File: src/rtl/rr_priority_encoder_pkg.sv
// Shared definitions for the round-robin priority encoder slice:
// mode encoding, legal request-width range and the pointer wrap helper.
package rr_priority_encoder_pkg;

  // Search mode sampled with each accepted request vector.
  typedef enum logic {
    MODE_FIXED = 1'b0,
    MODE_RR    = 1'b1
  } rrModeE;

  // Legal range for the number of request lines.
  localparam int MIN_N = 2;
  localparam int MAX_N = 64;

  // Advance an index by one, wrapping N-1 back to 0 so that a pointer
  // never takes a value outside 0..N-1, even when N is not a power of two.
  function automatic int wrapInc(input int idx, input int n);
    return (idx >= n - 1) ? 0 : idx + 1;
  endfunction

endpackage

File: src/rtl/rr_find_first.sv
// Combinational masked search: returns the first set bit of vec_i at or
// above start_i, wrapping around to the lowest set bit when nothing is set
// in the upper region. A start of 0 degenerates to a plain lowest-bit search.
module rr_find_first #(
  parameter int N = 8,
  parameter int W = $clog2(N)
) (
  input  logic [N-1:0] vec_i,
  input  logic [W-1:0] start_i,
  output logic [W-1:0] idx_o,
  output logic         found_o
);

  logic [N-1:0] upperMask;
  logic [N-1:0] upperReq;
  logic [W-1:0] upperIdx;
  logic         upperHit;
  logic [W-1:0] lowIdx;
  logic         anyHit;

  // Build a mask covering bit positions at or above the start pointer.
  always_comb begin
    upperMask = '0;
    for (int i = 0; i < N; i++) begin
      upperMask[i] = (i >= int'(start_i));
    end
  end

  assign upperReq = vec_i & upperMask;

  // Lowest set bit inside the masked (upper) region; scanning downward lets
  // the last hit, i.e. the lowest index, win.
  always_comb begin
    upperHit = 1'b0;
    upperIdx = '0;
    for (int i = N - 1; i >= 0; i--) begin
      if (upperReq[i]) begin
        upperHit = 1'b1;
        upperIdx = W'(i);
      end
    end
  end

  // Lowest set bit of the whole vector, used when the search wraps.
  always_comb begin
    anyHit = 1'b0;
    lowIdx = '0;
    for (int i = N - 1; i >= 0; i--) begin
      if (vec_i[i]) begin
        anyHit = 1'b1;
        lowIdx = W'(i);
      end
    end
  end

  // Prefer the upper region; lowIdx is already 0 when the vector is empty.
  always_comb begin
    found_o = anyHit;
    idx_o   = upperHit ? upperIdx : lowIdx;
  end

endmodule

File: src/rtl/rr_priority_encoder.sv
// Priority encoder with fixed and round-robin modes behind a single
// valid/ready output register. Also flags all-zero and multi-hot vectors
// and keeps a saturating count of multi-hot vectors accepted.
module rr_priority_encoder
  import rr_priority_encoder_pkg::*;
#(
  parameter int N     = 8,
  parameter int W     = $clog2(N),
  parameter int CNT_W = 8
) (
  input  logic             clk,
  input  logic             rst_n,
  input  logic             in_valid,
  output logic             in_ready,
  input  logic [N-1:0]     req,
  input  logic             mode,
  output logic             out_valid,
  input  logic             out_ready,
  output logic [W-1:0]     out_idx,
  output logic             out_zero,
  output logic             out_multi,
  output logic [CNT_W-1:0] multi_cnt
);

  logic             outValid_q, outValid_d;
  logic [W-1:0]     outIdx_q,   outIdx_d;
  logic             outZero_q,  outZero_d;
  logic             outMulti_q, outMulti_d;
  logic [CNT_W-1:0] multiCnt_q, multiCnt_d;
  logic [W-1:0]     rrPtr_q,    rrPtr_d;

  logic             accept;
  logic             rrMode;
  logic [W-1:0]     searchStart;
  logic [W-1:0]     foundIdx;
  logic             found;
  logic [W-1:0]     winIdx;
  logic             reqZero;
  logic             reqMulti;

  // The single output slot can take a new vector whenever it is empty or
  // being drained in the same cycle, which gives full throughput.
  assign in_ready = !outValid_q || out_ready;
  assign accept   = in_valid && in_ready;

  // Fixed mode is just a round-robin search that always starts at bit 0,
  // so one search instance serves both modes.
  always_comb begin
    rrMode      = (mode == MODE_RR);
    searchStart = rrMode ? rrPtr_q : '0;
  end

  rr_find_first #(
    .N (N),
    .W (W)
  ) u_find (
    .vec_i   (req),
    .start_i (searchStart),
    .idx_o   (foundIdx),
    .found_o (found)
  );

  // Classify the incoming vector: empty, or two or more bits set
  // (clearing the lowest set bit leaves something behind).
  always_comb begin
    reqZero  = ~|req;
    reqMulti = |(req & (req - N'(1)));
    winIdx   = found ? foundIdx : '0;
  end

  // Next-state for the output register, rotation pointer and counter.
  always_comb begin
    outValid_d = outValid_q;
    outIdx_d   = outIdx_q;
    outZero_d  = outZero_q;
    outMulti_d = outMulti_q;
    multiCnt_d = multiCnt_q;
    rrPtr_d    = rrPtr_q;

    if (accept) begin
      outValid_d = 1'b1;
      outIdx_d   = winIdx;
      outZero_d  = reqZero;
      outMulti_d = reqMulti;

      if (reqMulti && (multiCnt_q != {CNT_W{1'b1}})) begin
        multiCnt_d = multiCnt_q + CNT_W'(1);
      end

      if (rrMode && !reqZero) begin
        rrPtr_d = W'(wrapInc(int'(winIdx), N));
      end
    end else if (out_ready) begin
      outValid_d = 1'b0;
    end
  end

  // State registers; reset clears any held result and the rotation state.
  always_ff @(posedge clk or negedge rst_n) begin
    if (!rst_n) begin
      outValid_q <= 1'b0;
      outIdx_q   <= '0;
      outZero_q  <= 1'b0;
      outMulti_q <= 1'b0;
      multiCnt_q <= '0;
      rrPtr_q    <= '0;
    end else begin
      outValid_q <= outValid_d;
      outIdx_q   <= outIdx_d;
      outZero_q  <= outZero_d;
      outMulti_q <= outMulti_d;
      multiCnt_q <= multiCnt_d;
      rrPtr_q    <= rrPtr_d;
    end
  end

  assign out_valid = outValid_q;
  assign out_idx   = outIdx_q;
  assign out_zero  = outZero_q;
  assign out_multi = outMulti_q;
  assign multi_cnt = multiCnt_q;

endmodule

File: config.mk
export PLATFORM = sky130hd
export DESIGN_NAME = rr_priority_encoder
export DESIGN_NICKNAME = d
export VERILOG_FILES = /design/src/rtl/rr_priority_encoder_pkg.sv /design/src/rtl/rr_find_first.sv /design/src/rtl/rr_priority_encoder.sv
export SDC_FILE = /design/constraint.sdc
export NUM_CORES = 1
export LEC_CHECK = 0
export BUFFER_PORTS_ARGS = -buffer_cell sky130_fd_sc_hd__clkbuf_2
export CORE_MARGIN = 4
export CORE_UTILIZATION = 56
export CTS_CLUSTER_SIZE = 8
export DETAILED_ROUTE_END_ITERATION = 16
export PLACE_DENSITY = 0.83
export SETUP_SLACK_MARGIN = 0.15
export SLEW_MARGIN = 20
export SYNTH_ARGS = -nofsm -noshare
export SYNTH_HDL_FRONTEND = slang
export SYNTH_SLANG_ARGS = --single-unit
File: constraint.sdc
create_clock -name clk -period 7.57 [get_ports clk]
set_input_delay 0 -clock clk [delete_from_list [all_inputs] [get_ports clk]]
set_output_delay 0 -clock clk [all_outputs]
set_load 0.02 [all_outputs]
# == Yosys cells after proc, flatten, opt, wreduce, memory -nomap -nowiden ==
# Cells that the tools add are included.
# totals
reg_bits,17
inputBits,13
output_inout_bits,15
word_cells,69
# classes
addsub,3
n_lt_le_gt_ge,8
eq_ne,1
muxes,38
bitwise_logic,2
n_reduce_logical,11
# op_table
op,n
$mux 3,20
$mux 1,18
$and 8x8->8,2
$reduce_or 8->1,2
$ge 3x3->1 const A,3
$add 8x1->8 const B,1
$ne 8x8->1 const B,1
$sub 8x1->8 const B,1
$ge 1x3->1 const A,2
$ge 2x3->1 const A,2
$reduce_and 2->1,2
$add 3x1->3 const B,1
$ge 3x3->1 const B,1
$logic_and 1x1->1,3
$logic_not 1->1,2
$reduce_bool 2->1,1
$logic_or 1x1->1,1

# == Depth between registers and ports, before layout ==
# Gate-level depths: netlist (run 1).
# logic_depth
ltp_word,15
mapped_depth,11
mapped_depth_nobuf,10

# == Hierarchy ==
# Synthesis (run 1) repeated with hierarchy kept, for this count alone.
# unflattened
hier_cells,120
area_unflattened_um2,1131.1
# by_module_without_submodules
module,n_inst,cells_per_inst,area_per_inst_um2
rr_priority_encoder,1,80,903.4
rr_find_first,1,40,227.7

# == Worst setup path after synthesis (run 1) ==
# No wires, ideal clock.
# synth_path
path_type,reg2reg
from,reg rrPtr_q[1]
to,reg rrPtr_q[2]
setup_time_ns,0.087
t_arrival_ns,2.286
slack_ns,5.198
stages_incl_launch_ff,12
n_path_buf,1
synth_period_minus_slack_ns,2.372
path_cell_list,dfrtp_1 -> buf_2 -> nand4_1 -> a21oi_1 -> o21ai_0 -> o41ai_2 -> o21ai_2 -> ha_1 -> ha_1 -> nor3b_1 -> o211ai_1 -> o211ai_1
# synth_via
elab_chain_cells,14
elab_cells_between_ends,28
classes_between,1 x add/sub; 8 x order compare; 18 x mux; 1 x bitwise
# synth_lines
item,line,text
start: declaration,rr_priority_encoder.sv:30,"logic [W-1:0] rrPtr_q, rrPtr_d;"
start signal: assignment,rr_priority_encoder.sv:113,rrPtr_q <= rrPtr_d;
$mux 3 *,rr_priority_encoder.sv:50,searchStart = rrMode ? rrPtr_q : '0;
$ge 3x3->1,rr_find_first.sv:25,upperMask[i] = (i >= int'(start_i));
$and 8x8->8 *,rr_find_first.sv:29,assign upperReq = vec_i & upperMask;
$mux 3 or $mux 1 (tied branches) (7 in a row),rr_find_first.sv:37,if (upperReq[i]) begin
$mux 3 *,rr_find_first.sv:59,idx_o = upperHit ? upperIdx : lowIdx;
$mux 3 *,rr_priority_encoder.sv:68,winIdx = found ? foundIdx : '0;
net winIdx[0],rr_priority_encoder.sv:37,logic [W-1:0] winIdx;
$add 3x1->3 or $ge 3x3->1 (tied branches),rr_priority_encoder_pkg.sv:18,return (idx >= n - 1) ? 0 : idx + 1;
$mux 3 *,rr_priority_encoder_pkg.sv:18,
# Mark *: on every way through the listed nets, which the timed path passes. The rest lies on a longest branch.
# A chain may end at the register's enable or synchronous reset.

# == Final worst setup path (run 1) ==
# Same ends and word-level chain as after synthesis.

==> metrics, run 1 <==
number of synthesized flops with an enable pin 0; Final WS setup 4850 ps; Clock Power Share 0.131; die height between 50 and 60 µm; largest net degree at the start of global routing 18; IO Pins 28; CTS tree built; Finish-stage setup viols 0; skew final 11.9 ps; initial antenna violation count 0; DRC violations left 0; CTS buffer count 3; Routed WL 2.63 mm; syn nets around 130; Pleak a little over 0.0006 µW; CP cell instances nand4_1 -> a21oi_1 -> o21ai_0 -> o41ai_2 -> o21ai_2 -> ha_1 -> ha_1 -> nor3b_1 -> o211ai_1 -> o211ai_1; ys flop type dfrtp_1; crit path kind register to register; Starting Density 0.586; Die W 53.1 µm; setup TNS 0 ps; worst-skew pair later-pin latency 290 ps; Via density between 6 and 7; switch share 0.431; Post-Syn Area per Cell 9.89 µm²; setup slack, reg-to-reg 4850 ps; CP Max Fanout 10; Layout Utilization 0.695; post-synthesis register bit count 17; core area 0.00194 mm²; Critical path buffers and inverters 0; Synth area leader dfrtp_1; RSZ-0062 raised after global routing no; Async SR Flop Fraction 1.00; sequential share of power 0.431; share of layout cells above drive strength 1 0.327; status finished clean; Worst EP arrival 2920 ps; HP Start out_ready; RR Startpoint rrPtr_q[1]$_DFFE_PN0P_; Post-DP HPWL 1.96 mm; Synth warnings 0; first-pass GRT wire length 4.38 mm; Final period util 0.359; CP max stage delay 520 ps; PwrDens 277 mW/mm²; crit start category register; Slew HR 0.556; Final Hold Fails 0; CTS Buffer Depth 2; area delta synth->final 18.6%; reg-to-reg critical path endpoint rrPtr_q[2]$_DFFE_PN0P_; register area share after synthesis 0.374; HP Class input port to register; footprint of the multi-input gates 692 µm²; GPL Wtd Cong 0.899; Post-Syn Area ~0.0011 mm²; type of destination of the critical path register; average wire per standard cell 15.1 µm; maxcap violations 0; CP required 7770 ps; fillcell total 160; Hold Path Sink out_valid$_DFFE_PN0P_; Final nets around 160; number of setup buffers added after CTS 0; Top delay family on crit path compound AO/OA/AOI/OAI gates; H-tree depth 1; P_int approximately 210 µW; Placement Rows 16; Total Routing Usage GR 0.208; count of cell types in the netlist 48; drt initial violations 32; WHS around 33 ps; Setup WS pre-CTS 4940 ps; vias in the first global route 1006; CTS sink cnt 17; root buffer cell clkbuf_4; Synth Instances 115; NetSw 161 µW; Yosys top cell area share 0.374; Synth Area in Adders 0.0418; Final ANT Viol Nets 0; fraction of the mapped netlist area in simple logic gates 0.211; Compound-Gate Fraction of Synth Area 0.226; register area around 430 µm²; I/O Buffers 27; Reg2Reg Depth 10; largest family of logic cells by synthesized area compound AO/OA/AOI/OAI gates; mux share of post-synthesis cell area 0.0759; combinational share of power 0.439; detailed-route via count 1052; worst vdd ir 0.184 mV; drt first pass iters 4; Die ar. about 0.0028 mm²; GR Overflow Total 0; Hold Path Stages 3; measured slew at the worst slew-check pin 659 ps; # diodes 0; XOR/XNOR share of the synthesized area 0.0539; Worst-path clk slew 110 ps; Peak Freq 368 MHz; slowest CP cell dfrtp_1; Synth area leaders dfrtp_1, mux2_2, xor2_1, ha_1, o21ai_0; Final Slew Violations 0; minimum clock period 2720 ps
[kinds of logic after synthesis]
family,after synthesis
compound gates,34
simple gates,41
buf+inv,5
mux,7
fa+ha+maj,4
xor+xnor,7
flops,17
[synth_stat cells (3+ instances only)]
| cell | n |
|---|---|
| nor3_1 | 3 |
| nand2b_1 | 3 |
| o211ai_1 | 4 |
| xor2_1 | 5 |
| a21oi_1 | 3 |
| nand2_1 | 8 |
| nor4_1 | 3 |
| nor2b_1 | 3 |
| inv_1 | 4 |
| dfrtp_1 | 17 |
| o21ai_0 | 6 |
| mux2_2 | 5 |
| nand3_1 | 4 |
| ha_1 | 3 |
[what timing repair did]
item | 4_1_cts | 5_1_grt
setup endpoints to repair | 0 | 0
endpoints found under the hold margin | 18 | 0
hold buffers | 2 | 0
resized for setup | 0 | 0
[worst min-delay path, delay by kind of cell]
kind	cells	cell delay, ps
and+or+nand+nor	2	220
buffers and inverters	1	70
[layout make-up]
type | count | share of cell area
timing repair buffer | 29 | 0.115
multi-input combinational | 93 | 0.513
inverter | 4 | 0.0111
tap | 27 | 0.0250
sequential | 17 | 0.315
clock inverter | 1 | 0.00371
clock buffer | 3 | 0.0167
[placed cells by master, fill, tap and decap left out, types with 3 or more instances in the layout]
| cell | synthesis | final |
|---|---|---|
| a21oi_1 | 3 | 3 |
| clkbuf_2 | 0 | 27 |
| clkbuf_4 | 0 | 3 |
| dfrtp_1 | 17 | 17 |
| ha_1 | 3 | 3 |
| inv_1 | 4 | 4 |
| mux2_2 | 5 | 5 |
| nand2_1 | 8 | 8 |
| nand2b_1 | 3 | 3 |
| nand3_1 | 4 | 4 |
| nor2b_1 | 3 | 3 |
| nor3_1 | 3 | 3 |
| nor4_1 | 3 | 3 |
| o211ai_1 | 4 | 4 |
| o21ai_0 | 6 | 6 |
| xor2_1 | 5 | 5 |
[flip-flops by register name (all words and copies together) (netlist names)]
register / count
rrPtr_q: 3
out_zero: 1
out_multi: 1
multi_cnt: 8
out_idx: 3
out_valid: 1
[how the worst max path moves through the flow]
stage / startpoint / endpoint / slack [ps] / cells after the start
3_5_place_dp: rrPtr_q[1]$_DFFE_PN0P_ / rrPtr_q[2]$_DFFE_PN0P_ / 4940 / 10
5_1_grt: rrPtr_q[1]$_DFFE_PN0P_ / rrPtr_q[2]$_DFFE_PN0P_ / 4540 / 10
2_1_floorplan: rrPtr_q[1]$_DFFE_PN0P_ / rrPtr_q[2]$_DFFE_PN0P_ / 5200 / 11
6_report: rrPtr_q[1]$_DFFE_PN0P_ / rrPtr_q[2]$_DFFE_PN0P_ / 4850 / 10
4_1_cts: rrPtr_q[1]$_DFFE_PN0P_ / rrPtr_q[2]$_DFFE_PN0P_ / 4860 / 10
3_3_place_gp: rrPtr_q[0]$_DFFE_PN0P_ / rrPtr_q[2]$_DFFE_PN0P_ / 5060 / 10
[metrics by stage]
step                total power (µW)  std cells  cell area, µm²
floorplan                        271        115            1140
global placement                 318        168            1300
detailed placement               324        168            1300
CTS                              375        174            1350
global route                     402        174            1350
finish                           373        174            1350
[power by group through the flow]
stage | Combinational [µW] | Sequential (µW) | Clock (µW)
2_1_floorplan | 93.3 | 178 | 0
3_3_place_gp | 159 | 159 | 0
3_5_place_dp | 161 | 162 | 0
4_1_cts | 165 | 160 | 50.1
5_1_grt | 181 | 167 | 54.1
6_report | 164 | 161 | 48.8
[metal layers]
layer,up-vias,wire length [µm],global-route usage
li1,506,-,-
met1,514,1210,0.286
met2,30,1260,0.339
met3,2,141,0.0338
met4,0,10,0.0511
met5,-,0,0
(Power assumes the default switching activity.)
==> run 2: changes to the inputs <==
Settings changed: CORE_UTILIZATION 56 to 52, PLACE_DENSITY 0.83 to 0.78.
Clock period 7.57 ns to 2.7 ns, I/O delays scaled along.
==> metrics, run 2 (synthesis results as in run 1) <==
Die W 54.8 µm; WHS 72.2 ps; first-pass GRT wire length 4.48 mm; maxcap violations 0; GR Overflow Total 0; Via density between 5 and 6; Worst EP arrival 2700 ps; Pleak approximately 0.00067 µW; GPL Wtd Cong 0.834; crit start category register; PwrDens 795 mW/mm²; worst-skew pair later-pin latency 290 ps; largest net degree at the start of global routing 18; Die ar. between 0.002 and 0.003 mm²; I/O Buffers 27; CTS sink cnt 17; Setup WS pre-CTS 3.03 ps; RSZ-0062 raised after global routing yes; skew final 6.09 ps; share of layout cells above drive strength 1 0.416; sequential share of power 0.391; Worst-path clk slew 100 ps; area delta synth->final 29.0%; DRC violations left 0; IO Pins 28; fillcell total about 160; Critical path buffers and inverters 1; switch share 0.423; H-tree depth 1; setup TNS 0 ps; HP Class input port to register; DP Area approximately 0.0013 mm²; measured slew at the worst slew-check pin 609 ps; root buffer cell clkbuf_4; Final WS setup about 170 ps; Final period util 0.938; CP most frequent cell o211ai_1; Final Slew Violations 0; CTS Buffer Depth 2; Total Routing Usage GR 0.207; status finished clean; max FFs per register 8; vias in the first global route 1041; Top delay family on crit path compound AO/OA/AOI/OAI gates; Slew HR 0.592; combinational share of power 0.495; average wire per standard cell 15.8 µm; CTS tree built; detailed-route via count 1081; drt initial violations 18; Post-DP HPWL 2.02 mm; P_int 674 µW; CP cell instances nand2_4 -> mux2_4 -> a222oi_1 -> buf_4 -> a311oi_2 -> o21ai_2 -> ha_2 -> ha_4 -> nor3b_4 -> o211ai_1 -> o211ai_1; Layout Utilization 0.726; CP required 2870 ps; Starting Density 0.563; Peak Freq 395 MHz; type of destination of the critical path register; drt first pass iters 5; Finish-stage setup viols 0; Routed WL 2.87 mm; initial antenna violation count 0; Placement Rows 16; most frequent cells in the layout clkbuf_2, dfrtp_1, nand2_1, buf_4; Final Hold Fails 0; Clock Power Share 0.114; NetSw 494 µW; CP Max Fanout 5; die height 54.8 µm; Final nets 171; CP max stage delay 470 ps; core area 0.00202 mm²; Final ANT Viol Nets 0; CTS buffer count 3; worst vdd ir 0.537 mV; commonest non-fill, non-tap cell in the layout clkbuf_2; minimum clock period 2530 ps; slowest CP cell dfrtp_2; crit path kind register to register; design area about 0.0015 mm²; # diodes 0
run 2: layout make-up:
| type | instances | area, µm² | area share |
|---|---|---|---|
| well taps | 27 | 33.8 | 0.0230 |
| clock buffers | 4 | 26.3 | 0.0179 |
| inverters | 4 | 15.0 | 0.0102 |
| repair buffers | 36 | 208 | 0.142 |
| multi-input cells | 93 | 756 | 0.515 |
| flip-flops and latches | 17 | 429 | 0.292 |
run 2: power groups by stage:
stage | clock network (µW) | logic, µW | registers (µW)
floorplan | 0 | 262 | 498
CTS | 136 | 511 | 452
finish | 134 | 578 | 456
detailed placement | 0 | 456 | 456
global route | 148 | 626 | 471
global placement | 0 | 444 | 448
run 2: path summary, 6_finish.rpt:
check | cells after the start | from | slack (ps) | end
worst min register to register | 2 | out_multi$_DFFE_PN0P_ | 500 | out_multi$_DFFE_PN0P_
worst min-delay path | 3 | out_ready | 70 | out_valid$_DFFE_PN0P_
worst max register to register | 11 | rrPtr_q[2]$_DFFE_PN0P_ | 170 | rrPtr_q[2]$_DFFE_PN0P_
min in group asynchronous | 2 | rst_n | 170 | rrPtr_q[1]$_DFFE_PN0P_
worst max-delay path | 11 | rrPtr_q[2]$_DFFE_PN0P_ | 170 | rrPtr_q[2]$_DFFE_PN0P_
max in group asynchronous | 2 | rst_n | 2220 | rrPtr_q[0]$_DFFE_PN0P_
run 2: routing by layer:
layer / vias up / share of wire / wire [µm] / track usage
met2: 35 / 0.53 / 1520 / 0.374
met4: 0 / 0.0049 / 14 / 0.0581
met3: 2 / 0.045 / 130 / 0.0409
met5: - / 0 / 0 / 0
li1: 520 / - / - / -
met1: 524 / 0.42 / 1210 / 0.243
run 2: repair_timing:
action                                  in CTS  in global routing
buffers inserted                             4                  3
pin swaps                                    2                  6
hold buffers                                 2                  0
endpoints found under the setup margin       1                  1
hold endpoints to repair                    18                  0
resized for setup                            5                  9
run 2: stage by stage:
stage / power, µW / cells
2_1_floorplan: 760 / 115
3_3_place_gp: 892 / 168
3_5_place_dp: 912 / 168
4_1_cts: 1100 / 178
5_1_grt: 1250 / 181
6_report: 1170 / 181
run 2: worst reg2reg max path, delay by kind of cell (launching register included):
| family | cells | cell delay, ps |
|---|---|---|
| AO/OA/AOI/OAI | 5 | 780 |
| AND/OR/NAND/NOR | 2 | 250 |
| adder cells (fa/ha/maj) | 2 | 430 |
| buffers and inverters | 1 | 190 |
| multiplexers | 1 | 300 |
| flip-flops | 1 | 470 |
==> run 3: changes to the inputs <==
Settings changed: CORE_ASPECT_RATIO from default to 0.8.
==> metrics, run 3 (synthesis results as in run 1) <==
core area 0.00198 mm²; HP Class input port to register; max FFs per register 8; sequential share of power 0.394; P_int ~650 µW; DP Area 0.00131 mm²; Worst EP arrival 2690 ps; Peak Freq 395 MHz; non-filler instance count after layout 178; CTS Buffer Depth 2; most frequent cells in the layout clkbuf_2, dfrtp_1, nand2_1, buf_4; Total Routing Usage GR 0.212; GPL Wtd Cong ~0.93; M3 GR Usage 0.0444; CP Max Fanout 5; vias in the first global route ~1100; CP required 2860 ps; measured slew at the worst slew-check pin 558 ps; Worst-path clk slew 100 ps; CTS tree built; Pleak 0.000665 µW; share of layout cells above drive strength 1 0.409; CTS sink cnt 17; Final Hold Fails 0; met1 Usage GRT 0.294; crit path kind register to register; Hold Path Stages 3; average wire per standard cell 17.0 µm; Routed WL 3.03 mm; worst-skew pair later-pin latency 290 ps; NetSw 500 µW; root buffer cell clkbuf_4; total power 1150 µW; switch share 0.435; IO Pins 28; placed cell count around 170; Clock Power Share 0.119; Reg2Reg Depth 11; drt initial violations 47; Final period util 0.937; Via density about 6; Finish-stage setup viols 0; worst vdd ir 0.543 mV; design area 0.00145 mm²; Slew HR 0.627; detailed-route via count ~1100; Post-DP HPWL 2.15 mm; commonest non-fill, non-tap cell in the layout clkbuf_2; I/O Buffers 27; Final ANT Viol Nets 0; RSZ-0062 raised after global routing yes; most crowded layer after global routing met2; maxcap violations 0; Starting Density 0.575; initial antenna violation count 0; PwrDens 792 mW/mm²; met2 Track Usage GR 0.340; type of destination of the critical path register; combinational share of power 0.487; largest net degree at the start of global routing 18; skew final 6.38 ps; Placement Rows 14; die height 49.8 µm; # diodes 0; GR Overflow Total 0; Final nets 171; H-tree depth 1; first-pass GRT wire length 4.94 mm; minimum clock period about 2500 ps; Die ar. 0.00300 mm²; CTS buffer count 3; DRC violations left 0; drt first pass iters 4; status finished clean; crit start category register; area delta synth->final 27.5%; Die W between 60 and 70 µm; Final Slew Violations 0
==> run 3: final timing paths <==
| kind | startpoint | endpoint | slack (ps) |
|---|---|---|---|
| max | rrPtr_q[2]$_DFFE_PN0P_ | rrPtr_q[2]$_DFFE_PN0P_ | 170 |
| min | out_ready | out_valid$_DFFE_PN0P_ | 50 |
| max reg2reg | rrPtr_q[2]$_DFFE_PN0P_ | rrPtr_q[2]$_DFFE_PN0P_ | 170 |
| min reg2reg | multi_cnt[6]$_DFFE_PN0P_ | multi_cnt[6]$_DFFE_PN0P_ | 500 |
| max in group asynchronous | rst_n | rrPtr_q[1]$_DFFE_PN0P_ | 2210 |
| min in group asynchronous | rst_n | multi_cnt[5]$_DFFE_PN0P_ | 170 |
==> run 3: stage by stage <==
step | TNS [ps] | util | setup WS [ps] | hold WS (ps)
floorplan | 0 | - | 328 | -296
global placement | 0 | 0.659 | 118 | -54.1
detailed placement | -28.7 | 0.659 | -28.7 | -46.1
CTS | 0 | 0.702 | 150 | 53.9
global route | 0 | 0.733 | 28.2 | 54.7
finish | 0 | 0.733 | 170 | 45.4
==> run 3: per-layer routing <==
metal	routed length (µm)	vias up
met5	0	-
met4	34	0
met3	174	6
met2	1490	47
met1	1330	513
li1	-	520
==> run 3: worst max-delay path, stage by stage (launching register included) <==
cell	delay [ps]
dfrtp_2	470
nand2_4	100
mux2_4	300
a222oi_1	340
buf_4	190
o221ai_2	120
o21ai_2	100
ha_1	170
ha_1	230
nor3b_4	160
o211ai_1	110
o211ai_1	120
==> run 3: layout make-up <==
class | instances | area, µm²
multi-input combinational | 93 | 744
fill | 140 | 529
sequential | 17 | 429
timing repair buffer | 36 | 205
tap | 24 | 30.0
clock buffer | 4 | 26.3
inverter | 4 | 15.0
==> run 3: power groups by stage <==
stage	clock, µW	sequential (µW)	combinational, µW
after CTS	138	457	489
final	137	453	558
after floorplan	0	498	262
after detailed placement	0	455	465
after global routing	153	467	609
after global placement	0	446	450
==> run 3: repair_timing <==
item,4_1_cts,5_1_grt
buffers inserted,1,5
endpoints found under the setup margin,1,1
pin swaps,2,6
resized for setup,8,5
hold buffers,2,0
endpoints found under the hold margin,18,0
